<file path="src/rtl/fadd_result_collector_if.sv">
// Bundle of the collector's three bus groups: core request side, fadd
// operand/result side, and in-order response side plus the overflow flag.
// The collector uses the slave view; the environment around it uses master.
interface fadd_result_collector_if #(
    parameter int TAG_W = 4
);
    // Both handshakes are strict valid/ready: a transfer happens on a rising
    // clock edge where valid and ready are both high; valid must not depend
    // on ready, and the payload is only meaningful while valid is high.
    logic             req_valid;
    logic             req_ready;
    logic [31:0]      req_s;
    logic [31:0]      req_t;
    logic             req_sub;
    logic [TAG_W-1:0] req_tag;

    logic [31:0]      fadd_s;
    logic [31:0]      fadd_t;
    logic [31:0]      fadd_d;
    logic             fadd_overflow;

    logic             resp_valid;
    logic             resp_ready;
    logic [31:0]      resp_d;
    logic             resp_overflow;
    logic [TAG_W-1:0] resp_tag;

    logic             ovf_sticky;
    logic             ovf_clr;

    modport slave (
        input  req_valid, req_s, req_t, req_sub, req_tag,
        output req_ready,
        output fadd_s, fadd_t,
        input  fadd_d, fadd_overflow,
        output resp_valid, resp_d, resp_overflow, resp_tag,
        input  resp_ready,
        output ovf_sticky,
        input  ovf_clr
    );

    modport master (
        output req_valid, req_s, req_t, req_sub, req_tag,
        input  req_ready,
        input  fadd_s, fadd_t,
        output fadd_d, fadd_overflow,
        input  resp_valid, resp_d, resp_overflow, resp_tag,
        output resp_ready,
        input  ovf_sticky,
        output ovf_clr
    );
endinterface

</file>
<file path="src/rtl/fadd_result_collector.sv">
// Issue/return front end for the non-stallable pipelined fadd unit.
// Requests are forwarded straight to fadd's operands; a {valid, tag} shift
// register follows each accepted op through fadd, and the matching result is
// captured into a small FIFO and returned in acceptance order. Requests are
// only accepted while FIFO occupancy plus ops still in flight leaves room.
module fadd_result_collector #(
    parameter int LATENCY = 1,
    parameter int DEPTH   = 4,
    parameter int TAG_W   = 4
) (
    input logic                   clk,
    input logic                   rst,
    fadd_result_collector_if.slave bus
);
    localparam int PTR_W = (DEPTH > 1) ? $clog2(DEPTH) : 1;
    localparam int CNT_W = $clog2(DEPTH + 1);
    localparam int INF_W = 3;
    localparam int CR_W  = CNT_W + INF_W;

    // Valid/tag pipeline alongside fadd
    logic [LATENCY-1:0] vld_q;
    logic [TAG_W-1:0]   tag_q [LATENCY];

    // Result FIFO storage and control
    logic [31:0]        mem_d_q   [DEPTH];
    logic               mem_ovf_q [DEPTH];
    logic [TAG_W-1:0]   mem_tag_q [DEPTH];
    logic [PTR_W-1:0]   wr_ptr_q, wr_ptr_d;
    logic [PTR_W-1:0]   rd_ptr_q, rd_ptr_d;
    logic [CNT_W-1:0]   count_q, count_d;
    logic               ovf_sticky_q, ovf_sticky_d;

    logic [INF_W-1:0]   inflight_w;
    logic               req_ready_w;
    logic               fire_w;
    logic               push_w;
    logic               pop_w;
    logic               resp_valid_w;

    // Operands follow the request inputs unconditionally; subtract flips t's sign.
    assign bus.fadd_s = bus.req_s;
    assign bus.fadd_t = {bus.req_t[31] ^ bus.req_sub, bus.req_t[30:0]};

    // Count ops currently travelling through fadd.
    always_comb begin
        inflight_w = '0;
        for (int i = 0; i < LATENCY; i++) begin
            inflight_w = inflight_w + INF_W'(vld_q[i]);
        end
    end

    // Credit uses registered state only, so resp_ready never reaches req_ready.
    assign req_ready_w  = !rst &&
                          ((CR_W'(count_q) + CR_W'(inflight_w)) < CR_W'(DEPTH));
    assign fire_w       = bus.req_valid && req_ready_w;
    assign push_w       = vld_q[LATENCY-1];
    assign resp_valid_w = (count_q != '0);
    assign pop_w        = resp_valid_w && bus.resp_ready;

    assign bus.req_ready     = req_ready_w;
    assign bus.resp_valid    = resp_valid_w;
    assign bus.resp_d        = mem_d_q[rd_ptr_q];
    assign bus.resp_overflow = mem_ovf_q[rd_ptr_q];
    assign bus.resp_tag      = mem_tag_q[rd_ptr_q];
    assign bus.ovf_sticky    = ovf_sticky_q;

    // Next-state for pointers, occupancy and the sticky overflow flag.
    always_comb begin
        wr_ptr_d     = wr_ptr_q;
        rd_ptr_d     = rd_ptr_q;
        count_d      = count_q;
        ovf_sticky_d = ovf_sticky_q;
        if (push_w) begin
            wr_ptr_d = wr_ptr_q + PTR_W'(1);
        end
        if (pop_w) begin
            rd_ptr_d = rd_ptr_q + PTR_W'(1);
        end
        case ({push_w, pop_w})
            2'b10:   count_d = count_q + CNT_W'(1);
            2'b01:   count_d = count_q - CNT_W'(1);
            default: count_d = count_q;
        endcase
        // A new overflow result beats a simultaneous clear.
        if (push_w && bus.fadd_overflow) begin
            ovf_sticky_d = 1'b1;
        end else if (bus.ovf_clr) begin
            ovf_sticky_d = 1'b0;
        end
    end

    // Valid pipeline: cleared on reset so late fadd results are ignored.
    always_ff @(posedge clk) begin
        if (rst) begin
            vld_q <= '0;
        end else begin
            vld_q[0] <= fire_w;
            for (int i = 1; i < LATENCY; i++) begin
                vld_q[i] <= vld_q[i-1];
            end
        end
    end

    // Tag pipeline: payload only, qualified by vld_q.
    always_ff @(posedge clk) begin
        tag_q[0] <= bus.req_tag;
        for (int i = 1; i < LATENCY; i++) begin
            tag_q[i] <= tag_q[i-1];
        end
    end

    // FIFO storage write: capture fadd's output for the op at the pipeline end.
    always_ff @(posedge clk) begin
        if (push_w) begin
            mem_d_q[wr_ptr_q]   <= bus.fadd_d;
            mem_ovf_q[wr_ptr_q] <= bus.fadd_overflow;
            mem_tag_q[wr_ptr_q] <= tag_q[LATENCY-1];
        end
    end

    // FIFO control and sticky flag registers.
    always_ff @(posedge clk) begin
        if (rst) begin
            wr_ptr_q     <= '0;
            rd_ptr_q     <= '0;
            count_q      <= '0;
            ovf_sticky_q <= 1'b0;
        end else begin
            wr_ptr_q     <= wr_ptr_d;
            rd_ptr_q     <= rd_ptr_d;
            count_q      <= count_d;
            ovf_sticky_q <= ovf_sticky_d;
        end
    end

    // The credit rule makes a push into a full FIFO unreachable.
    push_while_full_a: assert property (@(posedge clk) disable iff (rst)
        !(push_w && (count_q == CNT_W'(DEPTH))));

endmodule

</file>
<file path="src/flat_wrapper.sv">
// flat-port wrapper written by rule: the top's interface ports become plain ports
module fadd_result_collector_flat 
#(
    parameter int LATENCY = 1,
    parameter int DEPTH   = 4,
    parameter int TAG_W   = 4
)
  (clk, rst, bus_req_valid, bus_req_s, bus_req_t, bus_req_sub, bus_req_tag, bus_req_ready, bus_fadd_s, bus_fadd_t, bus_fadd_d, bus_fadd_overflow, bus_resp_valid, bus_resp_d, bus_resp_overflow, bus_resp_tag, bus_resp_ready, bus_ovf_sticky, bus_ovf_clr);
  fadd_result_collector_if #(.TAG_W(TAG_W)) bus_i ();
  input logic clk;
  input logic rst;
  input wire logic [$bits(bus_i.req_valid)-1:0] bus_req_valid;
  input wire logic [$bits(bus_i.req_s)-1:0] bus_req_s;
  input wire logic [$bits(bus_i.req_t)-1:0] bus_req_t;
  input wire logic [$bits(bus_i.req_sub)-1:0] bus_req_sub;
  input wire logic [$bits(bus_i.req_tag)-1:0] bus_req_tag;
  output wire logic [$bits(bus_i.req_ready)-1:0] bus_req_ready;
  output wire logic [$bits(bus_i.fadd_s)-1:0] bus_fadd_s;
  output wire logic [$bits(bus_i.fadd_t)-1:0] bus_fadd_t;
  input wire logic [$bits(bus_i.fadd_d)-1:0] bus_fadd_d;
  input wire logic [$bits(bus_i.fadd_overflow)-1:0] bus_fadd_overflow;
  output wire logic [$bits(bus_i.resp_valid)-1:0] bus_resp_valid;
  output wire logic [$bits(bus_i.resp_d)-1:0] bus_resp_d;
  output wire logic [$bits(bus_i.resp_overflow)-1:0] bus_resp_overflow;
  output wire logic [$bits(bus_i.resp_tag)-1:0] bus_resp_tag;
  input wire logic [$bits(bus_i.resp_ready)-1:0] bus_resp_ready;
  output wire logic [$bits(bus_i.ovf_sticky)-1:0] bus_ovf_sticky;
  input wire logic [$bits(bus_i.ovf_clr)-1:0] bus_ovf_clr;
  assign bus_i.req_valid = bus_req_valid;
  assign bus_i.req_s = bus_req_s;
  assign bus_i.req_t = bus_req_t;
  assign bus_i.req_sub = bus_req_sub;
  assign bus_i.req_tag = bus_req_tag;
  assign bus_req_ready = bus_i.req_ready;
  assign bus_fadd_s = bus_i.fadd_s;
  assign bus_fadd_t = bus_i.fadd_t;
  assign bus_i.fadd_d = bus_fadd_d;
  assign bus_i.fadd_overflow = bus_fadd_overflow;
  assign bus_resp_valid = bus_i.resp_valid;
  assign bus_resp_d = bus_i.resp_d;
  assign bus_resp_overflow = bus_i.resp_overflow;
  assign bus_resp_tag = bus_i.resp_tag;
  assign bus_i.resp_ready = bus_resp_ready;
  assign bus_ovf_sticky = bus_i.ovf_sticky;
  assign bus_i.ovf_clr = bus_ovf_clr;
  fadd_result_collector #(.LATENCY(LATENCY), .DEPTH(DEPTH), .TAG_W(TAG_W)) u_core (.clk(clk), .rst(rst), .bus(bus_i));
endmodule
</file>
<file path="config.mk">
export PLATFORM = sky130hd
export DESIGN_NAME = fadd_result_collector_flat
export DESIGN_NICKNAME = d
export VERILOG_FILES = /design/src/rtl/fadd_result_collector_if.sv /design/src/rtl/fadd_result_collector.sv /design/src/flat_wrapper.sv
export SDC_FILE = /design/constraint.sdc
export NUM_CORES = 1
export LEC_CHECK = 0
export CAP_MARGIN = 20
export CORE_MARGIN = 10
export CORE_UTILIZATION = 40
export CTS_CLUSTER_SIZE = 20
export DETAILED_ROUTE_END_ITERATION = 6
export GPL_TIMING_DRIVEN = 0
export PLACE_DENSITY = 0.81
export SETUP_SLACK_MARGIN = 0.4
export SLEW_MARGIN = 20
export SYNTH_ARGS = -nofsm -noshare
export SYNTH_HDL_FRONTEND = slang
export SYNTH_SLANG_ARGS = --single-unit
</file>
<file path="constraint.sdc">
create_clock -name clk -period 2.6 [get_ports clk]
set_input_delay 0.52 -clock clk [delete_from_list [all_inputs] [get_ports clk]]
set_output_delay 0.52 -clock clk [all_outputs]
set_load 0.005 [all_outputs]
</file>
==> metrics <==
max-slew violations=0; Post-Syn Area per Cell=20.5 um2; VDD IR max=439 uV; Yosys top cell area share=68.7%; I/O pin cnt=211; unrepaired setup endpoints after global routing=yes; drt wl/cell=20.0 um; Vias/cell=4.69; Gate Count Post-Synth=316; WL final=14,700 um; register area share after synthesis=73.3%; EDFF count, synth=148; Slew @ Worst Pin=0.599 ns; Clk Latency, worst-skew pair=0.42 ns; Area growth, synth to finish=40.9%; Layout fillers=1,223; Worst-path clk slew=0.07 ns; Critical Path End Type=output pin; Antenna Nets Post-Route=0; Synth cell types=26; synthesized net count=429; clock tree from TritonCTS=yes; 1st-iter DRT viols=145; via count=3,445; max cap viols=0; crit start category=register; met2 wire len=7350 um; CTS sink count=163; Synth async-reset ratio=0%; die extent in x=147 um; met1 WL=5870 um; min Tclk post-route=2.32 ns; Initial Util=40.8%; die extent in y=147 um; antenna violations before repair=0; f_max=431 MHz; final setup fails=0; Slew headroom=60.1%; CP required=2.08 ns; Worst EP arrival=1.80 ns; setup slack after layout=0.282 ns; Final Non-Filler Cells=734; hold buffers post-CTS=0; PwrDens=849 mW/mm2; mapped cell area=0.00647 mm2; highest routed layer=met4; first-pass GRT wire length=22,700 um; Setup CP Type=register to output pin; WL met3=1260 um; vias in the first global route=4,111; area occupied by multi-input gates=0.00112 mm2; routability cong.=0.705; CTS Buf Count=17; ANT cells=0; Seq. cell area=0.00475 mm2; static leakage=0.00323 uW; Area contributors post-synth=edfxtp_1 (69%), mux4_2 (10%), buf_4 (7.3%); HPWL after detailed placement=10,200 um; worst hold path type=primary input to register; Final #Nets=618; GRT overflow=0; Final Skew=0.0111 ns; CTS root buf=clkbuf_16; count leader, synth=edfxtp_1; layout cells sized above 1=40.0%; placed cell count=682; cell taking the most area after synthesis=edfxtp_1; top post-synthesis cells by count=edfxtp_1 (148), buf_4 (63), mux4_2 (30), dfxtp_1 (15), nor2_1 (8); Fin. Hold Viols=0; period utilization=89.1%; residual DRC count=0; maximum fanout along the worst path=5; First-pass DRT Iterations=4; Finished Core Util=57.4%; core region area=0.0159 mm2; Total GRT Usage=13.7%; Die ar.=0.0217 mm2; Buffers on Ports=146; Clock Tree Buf Depth=2; yosys warns=0; ys flop type=edfxtp_1; depth of the CTS H-tree=4; pre-CTS WS=0.0444 ns; largest net degree at the start of global routing=28; row cnt=46; Seq cells post-synth=163; status=finished clean
## what timing repair did
action	in CTS	in global routing
gates cloned	2	0
pin swaps	0	0
resized for setup	183	21
endpoints found under the setup margin	38	40
buffers inserted	15	3
## area by class of cell
cell class	instances	area share, %
sequential	163	52.1
timing repair buffer	170	19.2
multi-input combinational	74	12.3
buffer	73	6.49
clock buffer	18	4.71
tap	216	2.96
clock inverter	14	2.03
inverter	6	0.247
## registers in the layout, summed over array words and instances, names as in the netlist, named ones only
name / count
u_core.tag_q: 4
u_core.mem_d_q: 128
u_core.rd_ptr_q: 2
u_core.count_q: 3
u_core.bus.ovf_sticky: 1
u_core.push_w: 1
u_core.wr_ptr_q: 2
u_core.mem_tag_q: 16
u_core.mem_ovf_q: 4
## worst paths after layout
path,from,to,slack (ns),depth (start not counted)
setup / recovery,register,bus_resp_d[9],0.28,5
hold / removal,rst,u_core.rd_ptr_q[0],0.46,2
setup reg to reg,u_core.count_q[1],u_core.count_q[2],0.60,7
hold reg to reg,u_core.tag_q[0][2],u_core.mem_tag_q[0][2],0.48,0
## cells by family after synthesis
group | Yosys count | share of synthesized area [%]
xor+xnor | 6 | 0.812
buf+inv | 79 | 9.18
flops | 163 | 73.3
mux | 38 | 13.4
simple gates | 17 | 1.29
fa+ha+maj | 6 | 1.28
compound gates | 7 | 0.715
## worst max-delay path, stage by stage, from the launching register on
cell	delay (ns)
dfxtp_4	0.36
buf_12	0.14
buf_12	0.12
buf_12	0.10
mux4_2	0.51
buf_6	0.14
## metal layers
| layer | up-vias | track usage, % |
|---|---|---|
| met5 | - | 0 |
| met4 | 0 | 4.66 |
| met3 | 14 | 6.36 |
| met2 | 162 | 22.8 |
| met1 | 1720 | 15.1 |
| li1 | 1549 | - |
## power breakdown
group,leakage (uW),internal (uW),switching (uW),total (uW)
clock,0.000289,1600,994,2600
sequential,0.00147,3010,65.8,3070
combinational,0.00147,1350,726,2070
total,0.00323,5960,1790,7740
## per-stage QoR
step,total power [uW],cell area [um2],hold slack (ns),TNS (ns)
after floorplan,4010,6470,0.438,0
after global placement,4810,8210,0.448,-2.62
after detailed placement,4860,8300,0.468,0
after CTS,7710,9020,0.442,0
after global routing,8100,9120,0.487,0
final,7740,9120,0.464,0
## layout by cell type (no fill, tap or decap), drive strengths merged, types with 2 or more instances in the layout
| cell | n |
|---|---|
| a21oi | 3 |
| and2 | 5 |
| buf | 131 |
| bufinv | 4 |
| clkbuf | 21 |
| clkdlybuf4s50 | 107 |
| clkinv | 5 |
| clkinvlp | 3 |
| dfxtp | 15 |
| edfxtp | 148 |
| ha | 5 |
| inv | 8 |
| mux4 | 37 |
| nor2 | 8 |
| or3 | 2 |
| xnor2 | 2 |
| xor2 | 4 |
Note: power is estimated with default switching activity, not from simulation.
